File: config.mk
export PLATFORM = sky130hd
export DESIGN_NAME = mem_rr_arbiter_flat
export DESIGN_NICKNAME = d
export VERILOG_FILES = /design/src/rtl/mem_arb_pkg.sv /design/src/rtl/mem_rr_arbiter_if.sv /design/src/rtl/rr_pick.sv /design/src/rtl/mem_rr_arbiter.sv /design/src/flat_wrapper.sv
export SDC_FILE = /design/constraint.sdc
export NUM_CORES = 1
export LEC_CHECK = 0
export ABC_AREA = 0
export CAP_MARGIN = 10
export CORE_UTILIZATION = 36
export DETAILED_ROUTE_END_ITERATION = 10
export GPL_ROUTABILITY_DRIVEN = 1
export GPL_TIMING_DRIVEN = 0
export PLACE_DENSITY_LB_ADDON = 0.15
export SYNTH_ARGS = -nofsm -noshare
export SYNTH_HDL_FRONTEND = slang
export SYNTH_HIERARCHICAL = 1
export SYNTH_SLANG_ARGS = --single-unit
File: constraint.sdc
create_clock -name clk -period 1.5 [get_ports clk]
set_clock_uncertainty 0.1 [all_clocks]
set_input_delay 0.3 -clock clk [delete_from_list [all_inputs] [get_ports clk]]
set_output_delay 0.3 -clock clk [all_outputs]
set_load 0.005 [all_outputs]
File: src/rtl/mem_arb_pkg.sv
// Shared types and helpers for the round-robin RAM arbiter.
//   state_t : arbiter FSM encoding (IDLE, ISSUE, WAIT, DONE)
//   clog2   : index width helper, never returns less than 1
package mem_arb_pkg;

    typedef enum logic [1:0] {
        IDLE  = 2'd0,
        ISSUE = 2'd1,
        WAIT  = 2'd2,
        DONE  = 2'd3
    } state_t;

    // Width needed to hold values 0..v-1; a 1-entry range still gets one bit.
    function automatic int unsigned clog2(input int unsigned v);
        int unsigned r;
        r = 0;
        for (int unsigned i = 0; i < 32; i++) begin
            if ((64'd1 << i) < 64'(v)) r = i + 1;
        end
        return (r == 0) ? 1 : r;
    endfunction

endpackage

File: src/rtl/mem_rr_arbiter_if.sv
// Core-side and RAM-side bus bundle for mem_rr_arbiter.
//   req/we/addr/wdata : per-core request, packed core i at [i*W +: W]
//   ack/rdata         : one-hot completion pulse and shared read data
//   ram_*             : single-port RAM macro connection
// Modports: slave = arbiter view, master = core/RAM environment view.
interface mem_rr_arbiter_if #(
    parameter int unsigned NCORES = 2,
    parameter int unsigned AW     = 8,
    parameter int unsigned DW     = 8
);
    logic [NCORES-1:0]    req;
    logic [NCORES-1:0]    we;
    logic [NCORES*AW-1:0] addr;
    logic [NCORES*DW-1:0] wdata;
    logic [NCORES-1:0]    ack;
    logic [DW-1:0]        rdata;
    logic [AW-1:0]        ram_addr;
    logic [DW-1:0]        ram_din;
    logic                 ram_wren;
    logic [DW-1:0]        ram_q;

    modport slave (
        input  req, we, addr, wdata, ram_q,
        output ack, rdata, ram_addr, ram_din, ram_wren
    );

    modport master (
        output req, we, addr, wdata, ram_q,
        input  ack, rdata, ram_addr, ram_din, ram_wren
    );
endinterface

File: src/rtl/rr_pick.sv
// Combinational round-robin selector.
//   req   : per-core request vector
//   ptr   : highest-priority index for this pick
//   grant : first requesting index scanning ptr, ptr+1, ... modulo NCORES
//   valid : at least one request is set
module rr_pick #(
    parameter int unsigned NCORES = 2,
    parameter int unsigned IW     = 1
) (
    input  logic [NCORES-1:0] req,
    input  logic [IW-1:0]     ptr,
    output logic [IW-1:0]     grant,
    output logic              valid
);

    always_comb begin
        int unsigned idx;
        idx   = 0;
        grant = '0;
        valid = 1'b0;
        for (int unsigned i = 0; i < NCORES; i++) begin
            idx = (32'(ptr) + i) % NCORES;
            if (!valid && req[IW'(idx)]) begin
                valid = 1'b1;
                grant = IW'(idx);
            end
        end
    end

endmodule

File: src/rtl/mem_rr_arbiter.sv
// Round-robin arbiter sharing one single-port RAM between NCORES cores.
// Each granted request becomes one RAM access; the block waits out the
// RAM read latency and returns a one-cycle ack with read data.
//   clk, rst : clock, synchronous active-high reset
//   bus      : mem_rr_arbiter_if slave (core req/ack side and RAM side)
module mem_rr_arbiter
    import mem_arb_pkg::*;
#(
    parameter int unsigned NCORES = 2,
    parameter int unsigned AW     = 8,
    parameter int unsigned DW     = 8,
    parameter int unsigned RD_LAT = 1
) (
    input  logic              clk,
    input  logic              rst,
    mem_rr_arbiter_if.slave   bus
);

    localparam int unsigned IW = clog2(NCORES);
    localparam int unsigned CW = clog2(RD_LAT + 1);

    state_t        state;
    logic [IW-1:0] ptr;
    logic [IW-1:0] win;
    logic          win_we;
    logic [CW-1:0] cnt;
    logic [IW-1:0] grant;
    logic          any_req;

    logic [AW-1:0] addr_a  [NCORES];
    logic [DW-1:0] wdata_a [NCORES];

    // Unpack per-core address and write data for indexed selection.
    always_comb begin
        for (int unsigned i = 0; i < NCORES; i++) begin
            addr_a[i]  = bus.addr[i*AW +: AW];
            wdata_a[i] = bus.wdata[i*DW +: DW];
        end
    end

    rr_pick #(
        .NCORES (NCORES),
        .IW     (IW)
    ) u_pick (
        .req   (bus.req),
        .ptr   (ptr),
        .grant (grant),
        .valid (any_req)
    );

    // Arbiter FSM; the RAM address/data registers double as the request latch.
    always_ff @(posedge clk) begin
        if (rst) begin
            state        <= IDLE;
            ptr          <= '0;
            win          <= '0;
            win_we       <= 1'b0;
            cnt          <= '0;
            bus.ack      <= '0;
            bus.rdata    <= '0;
            bus.ram_addr <= '0;
            bus.ram_din  <= '0;
            bus.ram_wren <= 1'b0;
        end else begin
            case (state)
                IDLE: begin
                    if (any_req) begin
                        win          <= grant;
                        win_we       <= bus.we[grant];
                        bus.ram_addr <= addr_a[grant];
                        bus.ram_din  <= wdata_a[grant];
                        bus.ram_wren <= bus.we[grant];
                        state        <= ISSUE;
                    end
                end
                ISSUE: begin
                    bus.ram_wren <= 1'b0;
                    if (win_we) begin
                        bus.ack <= NCORES'(1) << win;
                        state   <= DONE;
                    end else begin
                        cnt   <= CW'(RD_LAT);
                        state <= WAIT;
                    end
                end
                WAIT: begin
                    // Last WAIT cycle is when ram_q carries the addressed word.
                    if (cnt == CW'(1)) begin
                        bus.rdata <= bus.ram_q;
                        bus.ack   <= NCORES'(1) << win;
                        state     <= DONE;
                    end else begin
                        cnt <= cnt - CW'(1);
                    end
                end
                DONE: begin
                    bus.ack <= '0;
                    ptr     <= (win == IW'(NCORES - 1)) ? '0 : win + IW'(1);
                    state   <= IDLE;
                end
                default: state <= IDLE;
            endcase
        end
    end

endmodule

File: src/flat_wrapper.sv
// flat-port wrapper written by rule: the top's interface ports become plain ports
module mem_rr_arbiter_flat import mem_arb_pkg::*;
#(
    parameter int unsigned NCORES = 2,
    parameter int unsigned AW     = 8,
    parameter int unsigned DW     = 8,
    parameter int unsigned RD_LAT = 1
)
  (clk, rst, bus_req, bus_we, bus_addr, bus_wdata, bus_ram_q, bus_ack, bus_rdata, bus_ram_addr, bus_ram_din, bus_ram_wren);
  mem_rr_arbiter_if #(.NCORES(NCORES), .AW(AW), .DW(DW)) bus_i ();
  input  logic clk;
  input  logic rst;
  input wire logic [$bits(bus_i.req)-1:0] bus_req;
  input wire logic [$bits(bus_i.we)-1:0] bus_we;
  input wire logic [$bits(bus_i.addr)-1:0] bus_addr;
  input wire logic [$bits(bus_i.wdata)-1:0] bus_wdata;
  input wire logic [$bits(bus_i.ram_q)-1:0] bus_ram_q;
  output wire logic [$bits(bus_i.ack)-1:0] bus_ack;
  output wire logic [$bits(bus_i.rdata)-1:0] bus_rdata;
  output wire logic [$bits(bus_i.ram_addr)-1:0] bus_ram_addr;
  output wire logic [$bits(bus_i.ram_din)-1:0] bus_ram_din;
  output wire logic [$bits(bus_i.ram_wren)-1:0] bus_ram_wren;
  assign bus_i.req = bus_req;
  assign bus_i.we = bus_we;
  assign bus_i.addr = bus_addr;
  assign bus_i.wdata = bus_wdata;
  assign bus_i.ram_q = bus_ram_q;
  assign bus_ack = bus_i.ack;
  assign bus_rdata = bus_i.rdata;
  assign bus_ram_addr = bus_i.ram_addr;
  assign bus_ram_din = bus_i.ram_din;
  assign bus_ram_wren = bus_i.ram_wren;
  mem_rr_arbiter #(.NCORES(NCORES), .AW(AW), .DW(DW), .RD_LAT(RD_LAT)) u_core (.clk(clk), .rst(rst), .bus(bus_i));
endmodule
==> metrics.md <==
| Metric | Value |
|---|---|
| Rel. slew slack | 57.1% |
| Syn avg cell area | just over 9 µm² |
| TritonCTS sink count | 33 |
| Gr ovfl total | 0 |
| Core area | ~3800 µm² |
| Vias | ~1500 |
| Distinct cells, synth | 27 |
| Kind of critical path | reg2reg |
| Mapped Area | about 1500 µm² |
| CTS max path bufs | 2 |
| RePlAce Congestion | a little over 0.8 |
| Final hold vios | 0 |
| Setup violators final | 3 |
| Post-layout nets | between 200 and 300 |
| Period utilization | 102% |
| Clock Pin Slew Worst Setup and Hold Paths | approximately 70 ps |
| Pwr dens | 1490 nW/µm² |
| # H-tree levels | 2 |
| Worst-skew pair later-pin latency | 280 ps |
| Drt drc | 0 |
| Max frequency | ~650 MHz |
| Detailed Place HPWL | 2.72 mm |
| Die Span Y | 66.0 µm |
| Die footprint | approximately 4400 µm² |
| Global-route wire length before repair | between 6 and 7 mm |
| Via density per instance | approximately 5.0 |
| Routed Antenna Nets | 0 |
| Warnings from Yosys | 6 |
| Clock Tree Root | clkbuf_8 |
| Initial core utilization | between 30% and 40% |
| Chip width | approximately 66 µm |
| Max rail drop VDD | around 0.76 mV |
| Cts hold-fix bufs | 0 |
| Synth top area share | between 40% and 50% |
| Max-cap violations | 0 |
| Fin crit period | about 1500 ps |
| Failing checks | setup timing |
| Hold slack | 352 ps |
| GRT Overall Usage | 20.7% |
| RSZ-0062 raised after global routing | yes |
| Diode count | 0 |
| Total Power | between 3 and 4 mW |
| CP Max Fanout | 5 |
| Top cells by area, synth | dfxtp_1 (45%), mux2i_1 (13%), a211oi_1 (8.7%), nor2_1 (5.6%), a21oi_1 (3.7%) |
| Rows | 22 |
| Number of port buffers | 71 |
| Placed cell area | 2250 µm² |
| CTS tree | built |
| Status | complete, but fails checks |
| Detailed-route wire length | roughly 4.2 mm |
| Largest net degree at the start of global routing | 11 |
| Vias in the first global route | approximately 1400 |
| Fill cell count | 315 |
| Pre-antenna DRT Iters | 4 |
| Num ports | 73 |
| Final instance area | around 2700 µm² |
| Initial antenna violation count | 0 |
| Worst slack at placement | -453 ps |
| Area leader, netlist | dfxtp_1 |
| Leak | roughly 1.1 nW |
| Synthesized net count | about 210 |
| Post-synthesis sequential area ratio | between 40 and 50% |
| Total CTS buffers | 5 |
| Worst setup EP type | flip-flop |
| Worst-Margin Slew | roughly 640 ps |
| Synth Register Bits | 33 |
| Area Growth Syn to Fin | 80.5% |
| Startpoint Class | flip-flop |
| Setup ws final | -36.9 ps |
| Layout cells sized above 1 | ~25% |
| Post-synthesis cell count | 161 |
| Worst Path Required | approximately 1600 ps |
| WL/cell | between 10 and 15 µm |
| CP Data Arrival Time | between 1500 and 2000 ps |
| Drt initial violations | 50 |
| Hold Crit Class | reg2reg |
| Pins Over Slew Limit | 0 |
[power breakdown]
group          internal [mW]  switching, mW
logic                  0.975          0.865
registers               1.11          0.151
clock network          0.541          0.320
total                   2.63           1.34
[synthesized netlist by cell type]
cell type	n
dfxtp_1	33
nor2_1	22
mux2i_1	19
a211oi_1	17
a21oi_1	11
nand2_1	9
nand3_1	8
clkbuf_1	6
inv_1	5
buf_4	4
ha_1	4
nor2b_1	4
o21ai_0	3
o311ai_0	2
o41ai_1	2
a21boi_1	1
a221oi_1	1
and2_1	1
and2b_1	1
buf_2	1
buf_6	1
nand2b_1	1
nand3b_1	1
nor3_1	1
or2_1	1
or3_1	1
or3b_1	1
[worst max-delay path: stages, from the launching register on]
cell and delay [ps]:
dfxtp_4 390, inv_6 50, ha_4 150, buf_6 120
or3_4 400, o41ai_2 220
[flip-flops by register name (all words and copies together) (netlist names)]
name	cells
u_core/bus.ram_addr	8
u_core/bus.ram_din	8
u_core/bus.rdata	8
u_core/bus.ack	2
u_core/state	2
u_core/bus.ram_wren	1
u_core/cnt	1
u_core/ptr	1
u_core/win	1
u_core/win_we	1
[layer usage]
| metal | up-vias | share of wire, % | global-route usage, % |
|---|---|---|---|
| met1 | 683 | 41 | 23.4 |
| met2 | 45 | 51 | 35.3 |
| li1 | 742 | - | - |
| met5 | - | 0 | 0 |
| met3 | 7 | 5.9 | 7.07 |
| met4 | 0 | 1.4 | 7.98 |
[stage by stage]
step | instances | utilization (%) | TNS, ps
3_3_place_gp | 280 | 59.2 | -9130
5_1_grt | 297 | 70.0 | -205
6_report | 297 | 70.0 | -43.7
2_1_floorplan | 161 | - | -26.7
4_1_cts | 295 | 66.1 | -38.9
3_5_place_dp | 280 | 59.2 | -9350
[worst paths after layout]
path	startpoint	endpoint	slack, ps	cells after the start
worst max-delay path	u_core/state[0]	u_core/bus.ack[0]	-40	5
worst min-delay path	u_core/bus.rdata[5]	u_core/bus.rdata[5]	350	2
worst max register to register	u_core/state[0]	u_core/bus.ack[0]	-40	5
worst min register to register	u_core/bus.rdata[5]	u_core/bus.rdata[5]	350	2
[placed cells by master (no fill, tap or decap), types with 5 or more instances in the layout]
cell type / n
a211oi_2: 10
mux2i_2: 6
mux2i_1: 13
nor2_1: 17
clkdlybuf4s50_1: 42
nor2_2: 5
dfxtp_1: 30
buf_6: 5
a211oi_1: 7
dlygate4sd2_1: 27
clkbuf_1: 5
buf_4: 7
nand3_1: 8
nand2_1: 8
a21oi_1: 11
clkbuf_8: 6
[area by class of cell]
type	instances	area (µm²)	area share, %
clock buffer	7	86.3	3.25
sequential	33	667	25.1
timing repair buffer	80	774	29.1
clock inverter	1	30.0	1.13
inverter	5	23.8	0.895
buffer	12	101	3.81
multi-input combinational	111	915	34.4
tap	48	60.1	2.26
[repair_timing]
action | in CTS | in global routing
gates cloned | 0 | 1
pin swaps | 3 | 1
setup endpoints to repair | 57 | 31
resized for setup | 64 | 29
setup buffers | 7 | 1
[cells by family (layout without fill, tap and decap cells)]
family / Yosys count / in the layout / synth area share (%)
mux: 19 / 19 / 12.9
buf+inv: 17 / 105 / 5.95
flops: 33 / 33 / 44.9
simple gates: 51 / 51 / 16.0
fa+ha+maj: 4 / 4 / 3.40
compound gates: 37 / 37 / 16.9
Power figures use the tool's default switching activity.
